--- src/rtl/cu_pkg.sv ---
// -----------------------------------------------------------------------------
// cu_pkg
// Shared types and helpers for the microcode sequencer.
//   cu_state_t      : sequencer state (FETCH, DECODE, EXEC, OPERAND, COMMIT)
//   CU_IN_W/CU_OUT_W: default inflag/outflag field widths
//   uc_*            : field positions inside a microcode word laid out as
//                     [FETCH | LAST | out | in], MSB first
// -----------------------------------------------------------------------------
package cu_pkg;

  typedef enum logic [2:0] {
    FETCH   = 3'd0,
    DECODE  = 3'd1,
    EXEC    = 3'd2,
    OPERAND = 3'd3,
    COMMIT  = 3'd4
  } cu_state_t;

  localparam int CU_IN_W  = 4;
  localparam int CU_OUT_W = 3;

  // Field positions are functions so every instance derives them from its own
  // IN_W/OUT_W and a different ISA only swaps the ROM contents and widths.
  function automatic int uc_out_lsb(input int in_w);
    return in_w;
  endfunction

  function automatic int uc_last_bit(input int in_w, input int out_w);
    return in_w + out_w;
  endfunction

  function automatic int uc_fetch_bit(input int in_w, input int out_w);
    return in_w + out_w + 1;
  endfunction

endpackage

--- src/rtl/cu_pc.sv ---
// -----------------------------------------------------------------------------
// cu_pc
// Program counter with increment, load and a registered increment pulse.
//   clk, rst     : clock, asynchronous active-high reset
//   i_inc        : advance the PC by one (modulo 2^PC_W)
//   i_load       : load the PC from i_load_addr (never coincides with i_inc)
//   i_load_addr  : load target
//   o_pc         : program counter
//   o_pc_inc     : one-cycle pulse, high while o_pc shows the incremented value
// -----------------------------------------------------------------------------
module cu_pc #(
  parameter int PC_W = 16
) (
  input  logic            clk,
  input  logic            rst,
  input  logic            i_inc,
  input  logic            i_load,
  input  logic [PC_W-1:0] i_load_addr,
  output logic [PC_W-1:0] o_pc,
  output logic            o_pc_inc
);

  logic [PC_W-1:0] r_pc;
  logic            r_pc_inc;

  // NOTE: state registers use non-blocking assignments so every register in
  // the design samples the pre-edge values; the reset is in the sensitivity
  // list because it is asynchronous.
  always_ff @(posedge clk or posedge rst) begin
    if (rst) begin
      r_pc     <= '0;
      r_pc_inc <= 1'b0;
    end else begin
      r_pc_inc <= i_inc;
      if (i_load)
        r_pc <= i_load_addr;
      else if (i_inc)
        r_pc <= r_pc + PC_W'(1);  // all-ones wraps to zero
    end
  end

  assign o_pc     = r_pc;
  assign o_pc_inc = r_pc_inc;

endmodule

--- src/rtl/cu_seq.sv ---
// -----------------------------------------------------------------------------
// cu_seq
// Microcode sequencer: fetches an opcode over the SPI handshake, then steps
// through up to N_PHASES microcode words per instruction. Each word drives
// the flag fields, may fetch an operand byte, and may end the instruction.
//   clk, rst      : clock, asynchronous active-high reset
//   halt          : stop at the next instruction boundary
//   spi_req/done  : memory handshake (level request, one-cycle done pulse)
//   irin          : opcode/operand byte, valid with spi_done
//   ucode_addr    : registered {ir, phase} address into the external ROM
//   ucode_data    : ROM word [FETCH | LAST | out | in]
//   jump_valid/addr : PC load, honoured only in COMMIT
//   pc, pc_inc    : program counter and its increment pulse
//   ir            : current opcode
//   inflags, outflags : control fields
//   halted        : stopped at an instruction boundary
// -----------------------------------------------------------------------------
module cu_seq
  import cu_pkg::*;
#(
  parameter int               PC_W      = 16,
  parameter int               IR_W      = 8,
  parameter int               N_PHASES  = 4,
  parameter int               IN_W      = CU_IN_W,
  parameter int               OUT_W     = CU_OUT_W,
  parameter logic [IN_W-1:0]  FETCH_IN  = 4'h0,
  parameter logic [OUT_W-1:0] FETCH_OUT = 3'h5,
  localparam int              PH_W      = (N_PHASES > 1) ? $clog2(N_PHASES) : 1,
  localparam int              UC_W      = 2 + OUT_W + IN_W
) (
  input  logic                 clk,
  input  logic                 rst,
  input  logic                 halt,
  output logic                 spi_req,
  input  logic                 spi_done,
  input  logic [IR_W-1:0]      irin,
  output logic [IR_W+PH_W-1:0] ucode_addr,
  input  logic [UC_W-1:0]      ucode_data,
  input  logic                 jump_valid,
  input  logic [PC_W-1:0]      jump_addr,
  output logic [PC_W-1:0]      pc,
  output logic                 pc_inc,
  output logic [IR_W-1:0]      ir,
  output logic [IN_W-1:0]      inflags,
  output logic [OUT_W-1:0]     outflags,
  output logic                 halted
);

  localparam int OUT_LSB   = uc_out_lsb(IN_W);
  localparam int LAST_BIT  = uc_last_bit(IN_W, OUT_W);
  localparam int FETCH_BIT = uc_fetch_bit(IN_W, OUT_W);

  cu_state_t       r_state;
  logic [IR_W-1:0] r_ir;
  logic [PH_W-1:0] r_phase;
  logic            r_last_q;
  logic            r_spi_req;
  logic            r_halted;
  logic            r_fetch_flags;  // fetch flags shown (non-halted FETCH)

  logic             w_uc_fetch;
  logic             w_uc_last;
  logic [OUT_W-1:0] w_uc_out;
  logic [IN_W-1:0]  w_uc_in;
  logic             w_last_phase;
  logic             w_pc_inc;
  logic             w_pc_load;

  assign w_uc_fetch   = ucode_data[FETCH_BIT];
  assign w_uc_last    = ucode_data[LAST_BIT];
  assign w_uc_out     = ucode_data[OUT_LSB +: OUT_W];
  assign w_uc_in      = ucode_data[IN_W-1:0];
  assign w_last_phase = (r_phase == PH_W'(N_PHASES - 1));

  // A done pulse only counts where a transfer can be outstanding.
  assign w_pc_inc  = spi_done && (((r_state == FETCH) && !r_halted) ||
                                  (r_state == OPERAND));
  assign w_pc_load = (r_state == COMMIT) && jump_valid;

  cu_pc #(.PC_W(PC_W)) u_pc (
    .clk         (clk),
    .rst         (rst),
    .i_inc       (w_pc_inc),
    .i_load      (w_pc_load),
    .i_load_addr (jump_addr),
    .o_pc        (pc),
    .o_pc_inc    (pc_inc)
  );

  always_ff @(posedge clk or posedge rst) begin
    if (rst) begin
      r_state       <= FETCH;
      r_ir          <= '0;
      r_phase       <= '0;
      r_last_q      <= 1'b0;
      r_spi_req     <= 1'b0;
      r_halted      <= 1'b0;
      r_fetch_flags <= 1'b0;
    end else begin
      case (r_state)
        FETCH: begin
          if (r_halted) begin
            // Fetch resumes (request and flags) on the cycle after halt falls.
            r_halted      <= halt;
            r_spi_req     <= !halt;
            r_fetch_flags <= !halt;
          end else if (spi_done) begin
            r_ir          <= irin;
            r_spi_req     <= 1'b0;
            r_fetch_flags <= 1'b0;
            r_state       <= DECODE;
          end else begin
            r_spi_req     <= 1'b1;
            r_fetch_flags <= 1'b1;
          end
        end

        DECODE: begin
          r_phase <= '0;
          r_state <= EXEC;
        end

        EXEC: begin
          if (w_uc_fetch) begin
            // Remember whether the operand fetch also ends the instruction.
            r_last_q <= w_uc_last || w_last_phase;
            r_state  <= OPERAND;
          end else if (w_uc_last || w_last_phase) begin
            r_state <= COMMIT;
          end else begin
            r_phase <= r_phase + PH_W'(1);
          end
        end

        OPERAND: begin
          if (spi_done) begin
            r_spi_req <= 1'b0;
            if (r_last_q) begin
              r_state <= COMMIT;
            end else begin
              r_phase <= r_phase + PH_W'(1);
              r_state <= EXEC;
            end
          end else begin
            r_spi_req <= 1'b1;
          end
        end

        COMMIT: begin
          // halt is only honoured here, at the instruction boundary.
          r_halted      <= halt;
          r_fetch_flags <= !halt;
          r_spi_req     <= 1'b0;
          r_state       <= FETCH;
        end

        default: r_state <= FETCH;
      endcase
    end
  end

  // NOTE: every output of this block gets a default first, so no path can
  // leave it unassigned and infer a latch.
  always_comb begin
    inflags  = '0;
    outflags = '0;
    if (r_state == EXEC) begin
      inflags  = w_uc_in;
      outflags = w_uc_out;
    end else if (r_fetch_flags) begin
      inflags  = FETCH_IN;
      outflags = FETCH_OUT;
    end
  end

  assign spi_req    = r_spi_req;
  assign halted     = r_halted;
  assign ir         = r_ir;
  assign ucode_addr = {r_ir, r_phase};

endmodule

--- config.mk ---
export PLATFORM = sky130hd
export DESIGN_NAME = cu_seq
export DESIGN_NICKNAME = d
export VERILOG_FILES = /design/src/rtl/cu_pkg.sv /design/src/rtl/cu_pc.sv /design/src/rtl/cu_seq.sv
export SDC_FILE = /design/constraint.sdc
export NUM_CORES = 1
export LEC_CHECK = 0
export BUFFER_PORTS_ARGS = -buffer_cell sky130_fd_sc_hd__buf_2
export CAP_MARGIN = 20
export CORE_ASPECT_RATIO = 1.4
export CORE_MARGIN = 2
export CORE_UTILIZATION = 42
export DETAILED_ROUTE_END_ITERATION = 8
export PLACE_DENSITY_LB_ADDON = 0.1
export REMOVE_ABC_BUFFERS = 1
export SYNTH_ARGS = -nofsm -noshare
export SYNTH_HDL_FRONTEND = slang
export SYNTH_SLANG_ARGS = --single-unit
--- constraint.sdc ---
create_clock -name clk -period 1.65 [get_ports clk]
set_input_delay 0.165 -clock clk [delete_from_list [all_inputs] [get_ports clk]]
set_output_delay 0.165 -clock clk [all_outputs]
set_load 0.03 [all_outputs]
==> results of run 1 <==
==> kinds of logic after synthesis <==
kind of cell    share of synthesized area
mux                               0.07334
flops                              0.4661
buf+inv                           0.05825
xor+xnor                          0.07196
compound gates                     0.1179
fa+ha+maj                         0.01919
simple gates                       0.1933
==> Yosys cell counts (5+ instances only) <==
master | instances | area, µm²
a21oi_1 | 22 | 110.1
and2_1 | 5 | 31.28
and3_1 | 5 | 31.28
buf_4 | 9 | 67.56
clkbuf_1 | 5 | 18.77
dfrtp_1 | 34 | 850.8
mux2_2 | 11 | 123.9
nand2_1 | 6 | 22.52
nand4_1 | 7 | 43.79
nor2_1 | 25 | 93.84
o21ai_0 | 5 | 25.02
xnor2_1 | 5 | 43.79
xor2_1 | 10 | 87.58
==> state kept, by name, summed over array words and instances (netlist names) <==
signal and cells:
u_pc.o_pc_inc 1, r_phase 2, r_state 3, ir 8, r_fetch_flags 1, u_pc.o_pc 16, spi_req 1, r_last_q 1
halted 1
==> metrics by stage <==
| step | instances | setup slack, ns |
|---|---|---|
| 2_1_floorplan | 173 | -0.1970 |
| 3_3_place_gp | 316 | 0.01175 |
| 3_5_place_dp | 316 | -0.01326 |
| 4_1_cts | 330 | -0.03024 |
| 5_1_grt | 334 | -0.06847 |
| 6_report | 334 | 0.004473 |
==> cell type report <==
cell class                 instances  area share
clock inverter                     1    0.001897
timing repair buffer             108      0.2456
sequential                        34      0.3229
tap                               45     0.02134
multi-input combinational        135      0.3698
inverter                           4    0.005690
clock buffer                       7     0.03272
==> layer usage <==
metal | share of wire | wire, µm
met1 | 0.39 | 1818
met2 | 0.55 | 2583
met3 | 0.045 | 214
met4 | 0.022 | 105
met5 | 0 | 0
==> critical path: stages, from the launching register on <==
cell,delay (ns)
dfrtp_2,0.45
buf_8,0.14
nor2_4,0.15
mux2_4,0.32
buf_6,0.14
==> power breakdown <==
part | internal [mW] | leakage [nW] | total [mW] | switching, mW
clock network | 0.337 | 0.0482 | 0.639 | 0.302
registers | 1.25 | 0.405 | 1.63 | 0.382
logic | 1.47 | 0.825 | 3.67 | 2.19
total | 3.06 | 1.28 | 5.94 | 2.88
==> timing repair <==
action / 4_1_cts / 5_1_grt
endpoints found under the hold margin: 34 / 0
setup buffers: 5 / 4
gates resized for setup: 11 / 26
pin swaps: 1 / 4
endpoints found under the setup margin: 11 / 33
hold buffers: 1 / 0
==> worst min-delay path by stage <==
stage / start / to / slack, ns / cells after the start
after floorplan: ucode_data[8] / r_last_q / 0.26 / 1
after global placement: rst / ir[4] / 0.29 / 3
after detailed placement: rst / ir[4] / 0.29 / 3
after CTS: irin[4] / ir[4] / 0.10 / 2
after global routing: irin[3] / ir[3] / 0.10 / 2
final: irin[4] / ir[4] / 0.11 / 2
==> results_dict.tcl, run 1 <==
set metrics [dict create \
    cts_tree "built" \
    worstSetupPathType "flip-flop to primary output" \
    die_w_um 59.72 \
    io_pins 82 \
    final_cell_mix "75 x buf_2, 33 x dfrtp_1, 25 x buf_4" \
    hold_slack_ns 0.1078 \
    multi_input_area_um2 975.9 \
    avgRoutedWirePerCell_um 14.13 \
    required_ns 1.48 \
    period_share 0.9973 \
    final_hold_viol_count 0 \
    cts.sinks 34 \
    fmax_mhz 607.7 \
    grt_pass1_vias 1638 \
    gr-total-overflow 0 \
    setup_viol 0 \
    finish.instance_area_mm2 0.002639 \
    vias 1761 \
    use_met1 0.2018 \
    hold_path_class "primary input to flip-flop" \
    p_total_mw 5.942 \
    final_common_cell "buf_2" \
    fin_skew_ns 0.006420 \
    drtAntennaViolNets 0 \
    io_buffers 81 \
    maxCapViolCount 0 \
    cp-end-kind "primary output" \
    core_area_mm2 0.004204 \
    placementRows 28 \
    syn_avg_cell_area_um2 9.710 \
    synth_ff_type "dfrtp_1" \
    start_util 0.4342 \
    grt_start_max_net_pins 35 \
    die_area_mm2 0.004897 \
    clkLatencyLatePin_ns 0.29 \
    synth_cell_types 37 \
    grt_use_total 0.1897 \
    gp_congestion 0.8683 \
    power_leakage_nw 1.279 \
    die_y_um 82.01 \
    final-seq-area_um2 852.1 \
    maxSlewHeadroom 0.7045 \
    ir_worst_vdd_mv 1.208 \
    fin_setup_tns_ns 0 \
    htree_levels 2 \
    nNetsFinal 328 \
    synth_edf_count 0 \
    drt-total-wl_um 4721 \
    endpoint "outflags[0]" \
    ff2ff_path_depth 6 \
    final_util 0.6277 \
    syn-cell-area_mm2 0.001826 \
    drtIter0Drc 77 \
    gr-max-usage-layer "met2" \
    grt_pass1_wl_um 7024 \
    tightest_slew_ns 0.4377 \
    cts_root_buf "clkbuf_8" \
    final_layout_size_suffix_gt1_frac 0.5052 \
    firstDrtPassIters 4 \
    clkTransAtPathRegs_ns 0.07 \
    r2r-end "u_pc.o_pc[13]" \
    syn_inst 188 \
    antennaDiodeCount 0 \
    ys_ff_latch 34 \
    area_growth_pct 44.55 \
    slew_violations 0 \
    rrSetupSlack_ns 0.02 \
    antenna_found_initial 0 \
    drc 0 \
    vias_per_cell 5.272 \
    grt_util_met2 0.3457 \
    use_met3 0.03780 \
    power.density_mw_per_mm2 2252 \
    cts_max_path_buffers 2 \
    worstSetupStartpointType "flip-flop" \
    rsz0062_at_grt "yes" \
    min_period_ns 1.646 \
    cp-startpoint "r_state[0]" \
    r2r-start "r_state[0]" \
    placed_cell_area_mm2 0.002323 \
    crit_fanout 5 \
    outcome "finished clean" \
    ys_async_sr_fraction 1.000 \
    ys_seq_area_frac 0.4661 \
    hpwlAfterDp_um 3116 \
    yosys_warnings 0 \
    worstPathArrival_ns 1.48 \
    fillers 389 \
    cts_inserted_buffers 5 \
]
Power figures use the tool's default switching activity.
==> run 2, diff against run 1 <==
--- a/config.mk
+++ b/config.mk
@@ -7,3 +7,2 @@
 export LEC_CHECK = 0
-export BUFFER_PORTS_ARGS = -buffer_cell sky130_fd_sc_hd__buf_2
 export CAP_MARGIN = 20
@@ -11,4 +10,5 @@
 export CORE_MARGIN = 2
-export CORE_UTILIZATION = 42
+export CORE_UTILIZATION = 53
 export DETAILED_ROUTE_END_ITERATION = 8
+export DONT_BUFFER_PORTS = 1
 export PLACE_DENSITY_LB_ADDON = 0.1
==> constraint.sdc (replaced) <==
create_clock -name clk -period 1.65 [get_ports clk]
set_input_delay 0 -clock clk [delete_from_list [all_inputs] [get_ports clk]]
set_output_delay 0 -clock clk [all_outputs]
set_load 0.03 [all_outputs]
==> run 2 against run 1 <==
  * Clock-buffer cell count is 1 lower
  * Setup slack better by 0.071 ns
  * Non-clock buffer count is 42 lower
  * Register-to-register slack better by 0.06 ns
  * Cell area is 4.0% lower
  * Wire length is 3.5% lower
  * Critical path depth is 1 higher
  * Sequential power hardly changed
  * Core utilization is 13 points higher
  * Global-route usage is 5.4 points higher
  * Flip-flop and latch count stayed put
  * Critical endpoint is now outflags[2]
  * Largest power group unchanged
==> results_dict.tcl, run 2 (synthesized netlist as in run 1, its figures left out) <==
set metrics [dict create \
    ir_worst_vdd_mv 1.625 \
    gr-total-overflow 0 \
    worstSetupPathType "flip-flop to primary output" \
    final_util 0.7570 \
    min_period_ns 1.574 \
    slew_violations 0 \
    hpwlAfterDp_um 3182 \
    antenna_found_initial 0 \
    cts_root_buf "clkbuf_8" \
    intPower_mw 2.846 \
    final_layout_size_suffix_gt1_frac 0.2955 \
    area_growth_pct 38.79 \
    cp-end-kind "primary output" \
    start_util 0.5454 \
    core_area_mm2 0.003347 \
    final_common_cell "buf_4" \
    pwr-share-clk 0.114 \
    slowest_stage "dfrtp_1" \
    cpPeakStageDelay_ns 0.39 \
    fillers 249 \
    maxSlewHeadroom 0.7047 \
    placed_cell_area_mm2 0.002047 \
    cts_inserted_buffers 5 \
    fin_skew_ns 0.007665 \
    nNetsFinal 286 \
    setup_viol 0 \
    firstDrtPassIters 5 \
    clkLatencyLatePin_ns 0.28 \
    finish.instance_area_mm2 0.002534 \
    drtAntennaViolNets 0 \
    clkTransAtPathRegs_ns 0.07 \
    net-switching-power_mw 2.774 \
    cts.sinks 34 \
    drt-total-wl_um 4554 \
    drtIter0Drc 36 \
    swShare 0.4937 \
    fmax_mhz 635.2 \
    cts_max_path_buffers 2 \
    vias 1619 \
    grt_start_max_net_pins 35 \
    dp_slack_ns -0.01475 \
    worstPathArrival_ns 1.57 \
    worstSetupStartpointType "flip-flop" \
    r2r-end "u_pc.o_pc[7]" \
    seqPwrFrac 0.285 \
    worstPathCellList "buf_6, nand2b_4, nor2_1, buf_4, mux2_4" \
    final_hold_viol_count 0 \
    antennaDiodeCount 0 \
    setup_slack_ns 0.07577 \
    hold_path_class "primary input to flip-flop" \
    period_share 0.9541 \
    p_total_mw 5.620 \
    outcome "finished clean" \
    crit_fanout 12 \
    hold_path_depth 3 \
    io_pins 82 \
    cts_tree "built" \
    die_area_mm2 0.003936 \
    avgRoutedWirePerCell_um 15.87 \
    required_ns 1.65 \
    htree_levels 2 \
    grt_use_total 0.2439 \
    power.density_mw_per_mm2 2218 \
    final_cell_mix "36 x buf_4, 33 x dfrtp_1, 29 x dlygate4sd3_1" \
    io_buffers 0 \
    drc 0 \
    grt_pass1_vias 1617 \
    holdPathEnd "r_phase[1]" \
    pwr-share-comb 0.601 \
    die_w_um 53.60 \
    gp_congestion 0.9322 \
    rrSetupSlack_ns 0.08 \
    fin_setup_tns_ns 0 \
    largest_reg_flops 16 \
    power_leakage_nw 1.105 \
    worstHoldStart "ucode_data[7]" \
    grt_pass1_wl_um 7024 \
    maxCapViolCount 0 \
    r2r-start "r_state[0]" \
    tightest_slew_ns 0.4429 \
    die_y_um 73.44 \
    placementRows 25 \
    vias_per_cell 5.641 \
    ff2ff_path_depth 6 \
]
## run 2: cell types whose count changed in the layout (fill, tap and decap cells not counted), moves of 2 or more
cell | before | now
dlygate4sd3_1 | 1 | 29
buf_6 | 4 | 1
buf_2 | 75 | 0
buf_4 | 25 | 36
nor2_4 | 2 | 0
clkbuf_4 | 2 | 0
nor2_1 | 22 | 24
## run 2: area by class of cell
type,instances,area (µm²),area share
Tap cell,40,50.05,0.01975
Timing Repair Buffer,66,571.8,0.2257
Clock inverter,2,12.51,0.004938
Clock buffer,6,82.58,0.03259
Multi-Input combinational cell,135,947.2,0.3738
Sequential cell,34,852.1,0.3363
Inverter,4,17.52,0.006914
## run 2: worst max-delay path by stage
stage	start	to	slack, ns	depth (start not counted)
floorplan	r_state[0]	u_pc.o_pc[0]	-0.20	4
global placement	r_phase[0]	r_phase[0]	-0.04	5
detailed placement	r_phase[0]	r_phase[0]	-0.01	5
CTS	r_state[0]	u_pc.o_pc[13]	0.02	5
global route	r_state[0]	u_pc.o_pc[7]	-0.02	6
finish	r_state[2]	outflags[2]	0.08	5
## run 2: what timing repair did
action,4_1_cts,5_1_grt
hold endpoints to repair,63,0
pin swaps,0,1
setup buffers,1,1
gates resized for setup,5,13
setup endpoints to repair,5,24
hold buffers,29,0
## run 2: critical path, delay by kind of cell, from the launching register on
| kind | cells | cell delay [ns] |
|---|---|---|
| flops | 1 | 0.39 |
| mux | 1 | 0.36 |
| buf+inv | 2 | 0.31 |
| simple gates | 2 | 0.25 |
## run 2: power by group through the flow
stage	logic, mW	clock network [mW]	registers (mW)
CTS	3.27	0.654	1.58
global placement	3.06	0	1.56
global route	3.61	0.690	1.65
floorplan	1.20	0	2.57
finish	3.38	0.642	1.60
detailed placement	3.14	0	1.59
## run 2: through the flow
step,cells,hold WS (ns)
floorplan,173,0.09702
global placement,248,0.009384
detailed placement,248,0.02232
CTS,286,0.04113
global route,287,0.04337
finish,287,0.03159
## run 2: layer usage
layer,track usage,part of all wire
met1,0.2633,0.36
met5,0,0
met3,0.07520,0.055
met2,0.4211,0.57
met4,0.1168,0.012
